`config.mk`:
```
export PLATFORM = sky130hd
export DESIGN_NAME = wave_capture_ctrl
export DESIGN_NICKNAME = d
export VERILOG_FILES = /design/src/rtl/wave_capture_ctrl.sv
export SDC_FILE = /design/constraint.sdc
export NUM_CORES = 1
export LEC_CHECK = 0
export ABC_AREA = 1
export BUFFER_PORTS_ARGS = -buffer_cell sky130_fd_sc_hd__buf_2
export CORE_MARGIN = 10
export CORE_UTILIZATION = 51
export CTS_CLUSTER_DIAMETER = 50
export CTS_CLUSTER_SIZE = 28
export DETAILED_ROUTE_END_ITERATION = 6
export MAX_ROUTING_LAYER = met4
export PLACE_DENSITY = 0.72
export SLEW_MARGIN = 0
export SYNTH_ARGS = -nofsm -noshare
export SYNTH_HDL_FRONTEND = slang
export SYNTH_SLANG_ARGS = --single-unit
```
`constraint.sdc`:
```
create_clock -name sys_clk -period 2.65 [get_ports sys_clk]
set_input_delay 0.265 -clock sys_clk [delete_from_list [all_inputs] [get_ports sys_clk]]
set_output_delay 0.265 -clock sys_clk [all_outputs]
set_load 0.02 [all_outputs]
```
`src/rtl/wave_capture_ctrl.sv`:
```
// Triggered waveform capture controller: streams ADC samples into an external
// circular buffer with pre-trigger history, then reports where the frame starts.
module wave_capture_ctrl #(
  parameter int DATA_W      = 8,
  parameter int ADDR_W      = 10,
  parameter int PRE_TRIG    = 256,
  parameter int HOLDOFF_CYC = 6_000_000
) (
  input  logic              sys_clk,
  input  logic              sys_rst,
  input  logic              sample_en,
  input  logic [DATA_W-1:0] ad_data,
  input  logic [1:0]        trig_mode,
  input  logic [DATA_W-1:0] trig_level,
  input  logic              arm,
  output logic              wr_en,
  output logic [ADDR_W-1:0] wr_addr,
  output logic [DATA_W-1:0] wr_data,
  output logic [ADDR_W-1:0] frame_start,
  output logic              frame_valid,
  output logic              busy
);

  localparam int DEPTH    = 1 << ADDR_W;
  localparam int POST_LEN = DEPTH - PRE_TRIG;
  localparam int CNT_W    = ADDR_W + 1;
  localparam int HOLD_W   = (HOLDOFF_CYC > 1) ? $clog2(HOLDOFF_CYC) : 1;

  localparam logic [CNT_W-1:0]  PRE_LAST  = CNT_W'(PRE_TRIG - 1);
  localparam logic [CNT_W-1:0]  POST_LAST = CNT_W'(POST_LEN - 1);
  localparam logic [HOLD_W-1:0] HOLD_LAST = HOLD_W'(HOLDOFF_CYC - 1);
  localparam logic [ADDR_W-1:0] PRE_OFF   = ADDR_W'(PRE_TRIG);

  typedef enum logic [2:0] {
    S_IDLE,
    S_PRE,
    S_ARMED,
    S_POST,
    S_HOLDOFF
  } state_t;

  state_t              state_q, state_d;
  logic [ADDR_W-1:0]   ptr_q, ptr_d;
  logic [CNT_W-1:0]    cnt_q, cnt_d;
  logic [HOLD_W-1:0]   hold_q, hold_d;
  logic [DATA_W-1:0]   prev_q, prev_d;
  logic                prev_vld_q, prev_vld_d;
  logic [1:0]          mode_q, mode_d;
  logic [ADDR_W-1:0]   trig_addr_q, trig_addr_d;
  logic                wr_en_q, wr_en_d;
  logic [ADDR_W-1:0]   wr_addr_q, wr_addr_d;
  logic [DATA_W-1:0]   wr_data_q, wr_data_d;
  logic [ADDR_W-1:0]   frame_start_q, frame_start_d;
  logic                frame_valid_q, frame_valid_d;

  logic do_write;
  logic rise_hit, fall_hit, trig_hit;

  // A crossing needs a valid previous sample, so the first sample after an
  // empty pre-trigger phase can never trigger.
  always_comb begin
    rise_hit = (prev_q < trig_level) && (ad_data >= trig_level);
    fall_hit = (prev_q > trig_level) && (ad_data <= trig_level);
    case (mode_q)
      2'd0:    trig_hit = prev_vld_q;
      2'd3:    trig_hit = prev_vld_q && fall_hit;
      default: trig_hit = prev_vld_q && rise_hit;
    endcase
  end

  always_comb begin
    state_d       = state_q;
    ptr_d         = ptr_q;
    cnt_d         = cnt_q;
    hold_d        = hold_q;
    prev_d        = prev_q;
    prev_vld_d    = prev_vld_q;
    mode_d        = mode_q;
    trig_addr_d   = trig_addr_q;
    wr_en_d       = 1'b0;
    wr_addr_d     = wr_addr_q;
    wr_data_d     = wr_data_q;
    frame_start_d = frame_start_q;
    frame_valid_d = 1'b0;
    do_write      = 1'b0;

    case (state_q)
      S_IDLE: begin
        prev_vld_d = 1'b0;
        cnt_d      = '0;
        hold_d     = '0;
        if ((trig_mode != 2'd2) || arm) begin
          state_d = S_PRE;
          mode_d  = trig_mode;
        end
      end
      S_PRE: begin
        if (PRE_TRIG == 0) begin
          state_d = S_ARMED;
        end else if (sample_en) begin
          do_write = 1'b1;
          if (cnt_q == PRE_LAST) begin
            cnt_d   = '0;
            state_d = S_ARMED;
          end else begin
            cnt_d = cnt_q + 1'b1;
          end
        end
      end
      S_ARMED: begin
        if (sample_en) begin
          do_write = 1'b1;
          if (trig_hit) begin
            trig_addr_d = ptr_q;
            if (POST_LEN == 1) begin
              state_d       = S_HOLDOFF;
              frame_valid_d = 1'b1;
              frame_start_d = ptr_q - PRE_OFF;
            end else begin
              state_d = S_POST;
              cnt_d   = CNT_W'(1);
            end
          end
        end
      end
      S_POST: begin
        if (sample_en) begin
          do_write = 1'b1;
          if (cnt_q == POST_LAST) begin
            cnt_d         = '0;
            state_d       = S_HOLDOFF;
            frame_valid_d = 1'b1;
            frame_start_d = trig_addr_q - PRE_OFF;
          end else begin
            cnt_d = cnt_q + 1'b1;
          end
        end
      end
      S_HOLDOFF: begin
        if ((HOLDOFF_CYC <= 1) || (hold_q == HOLD_LAST)) begin
          hold_d  = '0;
          state_d = S_IDLE;
        end else begin
          hold_d = hold_q + 1'b1;
        end
      end
      default: state_d = S_IDLE;
    endcase

    if (do_write) begin
      wr_en_d    = 1'b1;
      wr_addr_d  = ptr_q;
      wr_data_d  = ad_data;
      ptr_d      = ptr_q + 1'b1;
      prev_d     = ad_data;
      prev_vld_d = 1'b1;
    end
  end

  always_ff @(posedge sys_clk or posedge sys_rst) begin
    if (sys_rst) begin
      state_q       <= S_IDLE;
      ptr_q         <= '0;
      cnt_q         <= '0;
      hold_q        <= '0;
      prev_q        <= '0;
      prev_vld_q    <= 1'b0;
      mode_q        <= '0;
      trig_addr_q   <= '0;
      wr_en_q       <= 1'b0;
      wr_addr_q     <= '0;
      wr_data_q     <= '0;
      frame_start_q <= '0;
      frame_valid_q <= 1'b0;
    end else begin
      state_q       <= state_d;
      ptr_q         <= ptr_d;
      cnt_q         <= cnt_d;
      hold_q        <= hold_d;
      prev_q        <= prev_d;
      prev_vld_q    <= prev_vld_d;
      mode_q        <= mode_d;
      trig_addr_q   <= trig_addr_d;
      wr_en_q       <= wr_en_d;
      wr_addr_q     <= wr_addr_d;
      wr_data_q     <= wr_data_d;
      frame_start_q <= frame_start_d;
      frame_valid_q <= frame_valid_d;
    end
  end

  assign wr_en       = wr_en_q;
  assign wr_addr     = wr_addr_q;
  assign wr_data     = wr_data_q;
  assign frame_start = frame_start_q;
  assign frame_valid = frame_valid_q;
  assign busy        = (state_q == S_PRE) || (state_q == S_ARMED) || (state_q == S_POST);

endmodule
```
==> flow_summary.json, run 1 <==
{
  "rows": 35,
  "critical_path.endpoint_type": "register",
  "slew-limit-headroom_pct": 65.07,
  "period_minus_slack_ns": 2.150,
  "finalHoldViolations": 0,
  "detail_route.wl_per_cell_um": 13.81,
  "synth_edf_count": 0,
  "hold_class": "input pin to register",
  "drtPass1Iterations": 4,
  "synthCells": 610,
  "setup-tns-final_ns": 0,
  "timing.rr.start": "wr_data[7]",
  "n_fill_cell": 869,
  "yosysUniqueCellTypes": 39,
  "yosys-top-cells-count": "nand2_1 (180), dfrtp_1 (90), inv_1 (68)",
  "regArea_um2": 2252,
  "p_leak_nw": 2.777,
  "slew_violations": 0,
  "regToRegEndpoint": "cnt_q[6]",
  "synth.net_count": 651,
  "avgSynthCellArea_um2": 8.139,
  "fp.dieArea_um2": 14080,
  "rr_worst_depth": 11,
  "areaGrowthSynthToFinish_pct": 12.40,
  "io_buffers": 52,
  "cp.arrival_ns": 2.41,
  "yosysSeqAreaShare_pct": 45.36,
  "cts-root-buf": "clkbuf_8",
  "clkPwrFrac_pct": 19.9,
  "top_layer_used": "met4",
  "grt_max_degree": 63,
  "pin_count": 53,
  "route.met2.wl_um": 5191,
  "switching_share_pct": 44.48,
  "power_density_nw_per_um2": 862.7,
  "power_mw": 4.814,
  "maxCapViolCount": 0,
  "required_ns": 2.91,
  "wl_met1_um": 5307,
  "clock-skew-final_ns": 0.01406,
  "synth_top_cells_by_area": "dfrtp_1 (45%), nand2_1 (14%), inv_1 (5.1%)",
  "pwr-share-comb_pct": 39.4,
  "start_kind": "register",
  "grt_pass1_wl_um": 19000,
  "drive_above_1_share_pct": 17.84,
  "gp_congestion": 0.9064,
  "die_w_um": 118.7,
  "hpwl_um": 8160,
  "die_y_um": 118.7,
  "p_sw_mw": 2.141,
  "reg2reg_slack_ns": 0.50,
  "dpl_worst_slack_ns": 0.4842,
  "hold_slack_ns": 0.1063,
  "synth_top_area_share_pct": 45.36,
  "core_um2": 9371,
  "htreeDepth": 3,
  "tritoncts": "built",
  "post_cts_buffers": 0,
  "cts_buffer_depth": 2,
  "post_cts_resized": 0,
  "first_global_vias": 4153,
  "drt-initial-drc-count": 200,
  "grt_usage_pct": 16.21,
  "insertion_delay_ns": 0.37,
  "synth_top_area_cell": "dfrtp_1",
  "cts.reportedPaths.clkPinSlew_ns": 0.11,
  "cp_max_fo": 11,
  "numCtsBuffers": 9,
  "drc": 0,
  "start_util_pct": 52.98,
  "p_int_mw": 2.673,
  "synth-seq-cells": 90,
  "yosysWarnings": 0,
  "tightest_slew_ns": 0.5234,
  "peakVddDrop_mv": 0.5758,
  "via_count": 4086,
  "outcome": "completed",
  "hold_end": "wr_data[5]",
  "yosysMostFrequentCell": "nand2_1",
  "antenna_found_initial": 0,
  "max_freq_ghz": 0.4652,
  "setup_violations": 0,
  "synth_ff_type": "dfrtp_1",
  "synth_area_um2": 4965,
  "drt_wl_total_um": 10990,
  "multi_input_area_um2": 2351,
  "rsz0062_at_grt": "false",
  "wl_met3_um": 378,
  "vias_per_cell": 5.133,
  "setup_ws_ns": 0.5005,
  "p_seq_share_pct": 40.8,
  "overflow": 0,
  "antenna_cells": 0,
  "async_flop_share_pct": 100.0,
  "hold_depth": 3,
  "nNetsFinal": 703,
  "critical_path_class": "register to register",
  "drtAntennaViolNets": 0,
  "cts.sinks": 90,
  "fin_crit_sh_pct": 81.11,
  "worstHoldStart": "ad_data[5]"
}
[kinds of logic (layout without fill, tap and decap cells)]
family / Yosys count / after routing / share of synthesized area [%]
AND/OR/NAND/NOR: 314 / 314 / 30.64
buffers and inverters: 93 / 150 / 7.283
AO/OA/AOI/OAI: 70 / 70 / 7.687
XOR/XNOR: 24 / 24 / 4.234
adder cells (fa/ha/maj): 19 / 19 / 4.788
flip-flops: 90 / 90 / 45.36
[repair_timing]
item | 4_1_cts | 5_1_grt
setup endpoints to repair | 0 | 0
hold buffers | 1 | 0
hold endpoints to repair | 28 | 0
[metal layers]
layer  vias up  track usage (%)
met5         -                -
met3        11            2.856
li1       2077                -
met1      1914            20.65
met2        84            25.28
met4         0            5.878
[metrics by stage]
| stage | utilization, % | cell area [µm²] | std cells |
|---|---|---|---|
| 2_1_floorplan | - | 4965 | 610 |
| 3_3_place_gp | 57.22 | 5363 | 779 |
| 3_5_place_dp | 57.22 | 5363 | 779 |
| 4_1_cts | 59.55 | 5580 | 796 |
| 5_1_grt | 59.55 | 5580 | 796 |
| 6_report | 59.55 | 5580 | 796 |
[how the worst max path moves through the flow]
stage          slack [ns]  depth (start not counted)       end          start
5_1_grt              0.22                         12  cnt_q[3]     wr_data[7]
3_5_place_dp         0.48                         13  cnt_q[6]  trig_level[7]
2_1_floorplan        0.05                          1  cnt_q[0]        sys_rst
3_3_place_gp         0.58                         13  cnt_q[7]  trig_level[7]
6_report             0.50                         11  cnt_q[6]     wr_data[7]
4_1_cts              0.49                         11  cnt_q[6]     wr_data[7]
[final cells by class]
cell class	instances	area share, %
clock buffer	9	2.220
clock inverter	7	1.502
timing repair buffer	57	5.605
sequential	90	40.36
tap	129	2.892
inverter	77	5.291
multi-input combinational	427	42.13
[power groups by stage]
stage	Clock, mW	Combinational, mW	Sequential (mW)
after CTS	0.977	1.92	1.96
after floorplan	0	1.23	2.11
after global routing	1.05	2.15	2.01
after global placement	0	1.86	1.97
after detailed placement	0	1.91	1.99
final	0.956	1.89	1.96
[worst max-delay path, cell delays in order, from the launching register on]
cell and delay, ns:
dfrtp_1 0.42, ha_1 0.31, a21o_1 0.19, nor2_1 0.12
and2_1 0.14, nand2_1 0.05, nand2_1 0.07, nand3_1 0.11
nand2_2 0.08, nand3_1 0.33, nand2_1 0.17, nand2_1 0.06
[placed cells by master (no fill, tap or decap), types with 2 or more instances in the layout]
master,count
a21oi_1,10
buf_2,52
buf_4,3
clkbuf_8,9
clkinv_4,3
clkinv_8,2
dfrtp_1,90
ha_1,19
inv_1,67
inv_2,8
inv_8,3
nand2_1,180
nand2_2,8
nand2_4,3
nand3_1,26
nand3_2,2
nand3b_1,2
nand4_1,24
nand4_2,2
nor2_1,29
nor2_2,6
nor2_4,5
nor3_1,9
nor3_2,4
nor4_1,7
nor4_4,2
o21ai_0,43
o21ai_1,3
o22ai_1,7
or2_2,2
xnor2_1,2
xor2_1,22
[flip-flops by register name, summed over array words and instances (netlist names)]
name / cells
cnt_q: 11
frame_start: 10
frame_valid: 1
hold_q: 23
mode_q: 2
prev_vld_q: 1
ptr_q: 10
state_q: 3
trig_addr_q: 10
wr_addr: 10
wr_data: 8
wr_en: 1
Power figures use the tool's default switching activity.
==> run 2, diff against run 1 <==
- ABC_AREA: 1 -> 0
- PLACE_DENSITY: 0.72 -> 0.7
- clock period: 2.65 -> 2.19 ns (I/O delays scaled with it)
==> flow_summary.json, run 2 <==
{
  "synthCells": 471,
  "rr_worst_depth": 9,
  "fp.dieArea_um2": 13020,
  "max_freq_ghz": 0.3638,
  "cts-root-buf": "clkbuf_8",
  "drtAntennaViolNets": 0,
  "slew_violations": 0,
  "pwr-share-comb_pct": 4.8,
  "p_leak_nw": 2.860,
  "drc": 0,
  "critical_path_class": "register to register",
  "p_seq_share_pct": 56.8,
  "detail_route.wl_per_cell_um": 16.17,
  "hold_depth": 3,
  "areaGrowthSynthToFinish_pct": 28.15,
  "first_global_vias": 3716,
  "switching_share_pct": 26.15,
  "final_cell_mix": "nand2_1 (92), dfrtp_1 (88), buf_2 (52)",
  "setup_violations": 24,
  "gp_congestion": 0.8404,
  "insertion_delay_ns": 0.37,
  "largest_register": "hold_q",
  "clkPwrFrac_pct": 38.4,
  "fin_crit_sh_pct": 125.5,
  "core_um2": 8678,
  "yosysMostFrequentCell": "nand2_1",
  "overflow": 0,
  "crit_slowest_cell": "dfrtp_2",
  "grt_usage_pct": 17.14,
  "setup_ws_ns": -0.5584,
  "power_density_nw_per_um2": 507.0,
  "crit_path_cell_trace": "ha_4 -> nor2b_4 -> o211ai_2 -> a21oi_2 -> or3_4 -> and3b_1 -> o311a_1 -> or3b_4 -> a221o_1",
  "antenna_found_initial": 0,
  "cts.sinks": 90,
  "p_sw_mw": 0.7672,
  "synth.net_count": 512,
  "p_int_mw": 2.167,
  "reg_top3": "hold_q: 23 flops, cnt_q: 11 flops",
  "maxCapViolCount": 0,
  "die_y_um": 114.1,
  "grt_pass1_wl_um": 18220,
  "drive_above_1_share_pct": 31.54,
  "synth_top_cells_by_area": "dfrtp_1 (50%), nand2_1 (7.6%), ha_1 (5.3%)",
  "yosys-top-cells-count": "nand2_1 (92), dfrtp_1 (90), o21ai_0 (39)",
  "cp.arrival_ns": 3.01,
  "n_fill_cell": 711,
  "largest_register_ffs": 23,
  "rows": 34,
  "rsz0062_at_grt": "true",
  "via_count": 3860,
  "synth_ff_type": "dfrtp_1",
  "vias_per_cell": 5.635,
  "hold_class": "input pin to register",
  "finalHoldViolations": 0,
  "period_minus_slack_ns": 2.748,
  "final_core_util_pct": 66.68,
  "synth_area_um2": 4516,
  "power_mw": 2.934,
  "yosysWarnings": 0,
  "htreeDepth": 3,
  "reg2reg_slack_ns": -0.56,
  "slew-limit-headroom_pct": 6.651,
  "nNetsFinal": 613,
  "die_w_um": 114.1,
  "drt-initial-drc-count": 189,
  "yosysUniqueCellTypes": 46,
  "synth_top_area_share_pct": 49.88,
  "cts_buffer_depth": 2,
  "yosysSeqAreaShare_pct": 49.88,
  "start_util_pct": 52.03,
  "cp_max_fo": 3,
  "tritoncts": "built",
  "outcome": "complete, but fails checks",
  "synth_top_area_cell": "dfrtp_1",
  "violations": "setup timing",
  "grt_max_degree": 91,
  "synth_edf_count": 0,
  "required_ns": 2.45,
  "start_kind": "register",
  "drtPass1Iterations": 4,
  "slowest_delay_ns": 0.44,
  "pin_count": 53,
  "synth-seq-cells": 90,
  "tightest_slew_ns": 1.397,
  "hpwl_um": 7135,
  "cts.reportedPaths.clkPinSlew_ns": 0.10,
  "antenna_cells": 0,
  "critical_path.endpoint_type": "register",
  "clock-skew-final_ns": 0.01100,
  "numCtsBuffers": 9,
  "avgSynthCellArea_um2": 9.587,
  "io_buffers": 52,
  "peakVddDrop_mv": 0.3377,
  "layout_commonest_cell": "nand2_1",
  "drt_wl_total_um": 11080,
  "async_flop_share_pct": 100.0
}
==> run 2: metrics by stage <==
stage,TNS (ns),hold slack [ns],worst slack [ns],cells,cell area [µm²]
4_1_cts,-9.983,0.04458,-0.4928,678,5558
2_1_floorplan,-7.583,0.3244,-0.5548,471,4552
3_5_place_dp,-9.912,0.3978,-0.5867,654,5206
6_report,-10.30,0.05192,-0.5584,685,5787
3_3_place_gp,-9.423,0.3937,-0.5642,654,5206
5_1_grt,-12.36,0.04316,-0.6359,685,5787
==> run 2: final timing paths <==
check                           start         end
setup / recovery           wr_data[1]  state_q[1]
hold / removal             ad_data[2]  wr_data[2]
setup reg to reg           wr_data[1]  state_q[1]
hold reg to reg            wr_addr[5]  wr_addr[5]
max in group asynchronous     sys_rst  wr_data[1]
min in group asynchronous     sys_rst  hold_q[19]
==> run 2: routing by layer <==
metal / vias up / global-route usage, % / wire length (µm)
li1: 1865 / - / -
met1: 1891 / 22.38 / 5067
met2: 94 / 26.12 / 5342
met3: 10 / 4.769 / 547
met4: 0 / 3.592 / 120
met5: - / - / 0
==> run 2: final cells by class <==
type                       count  area, µm²  share of cell area, %
clock buffer                   9      123.9                  2.141
multi-input combinational    343       2370                  40.95
inverter                      18      71.32                  1.232
clock inverter                 7      67.56                  1.168
sequential                    90       2255                  38.96
timing repair buffer         110      764.5                  13.21
tap                          108      135.1                  2.335
==> run 2: cell families after synthesis <==
family / after synthesis / share of synthesized area, %
simple gates: 194 / 20.14
compound gates: 95 / 13.66
flops: 90 / 49.88
buf+inv: 38 / 3.186
mux: 20 / 4.960
fa+ha+maj: 19 / 5.265
xor+xnor: 15 / 2.909
==> run 2: repair_timing <==
action / in CTS / in global routing
endpoints found under the hold margin: 8 / 0
setup buffers: 5 / 7
hold buffers: 1 / 0
resized for setup: 32 / 40
pin swaps: 7 / 14
endpoints found under the setup margin: 27 / 46
cloned: 2 / 0
==> run 2: critical path: cells and delay by family, from the launching register on <==
family                   cells  cell delay [ns]
adder cells (fa/ha/maj)      1             0.22
flip-flops                   1             0.44
AO/OA/AOI/OAI                4             0.88
AND/OR/NAND/NOR              4             1.09
==> run 2: power by group through the flow <==
stage	Sequential [mW]	Combinational [mW]	Clock, mW
2_1_floorplan	1.70	0.0799	0
3_3_place_gp	1.70	0.135	0
3_5_place_dp	1.70	0.137	0
4_1_cts	1.66	0.140	1.15
5_1_grt	1.67	0.163	1.22
6_report	1.67	0.142	1.13
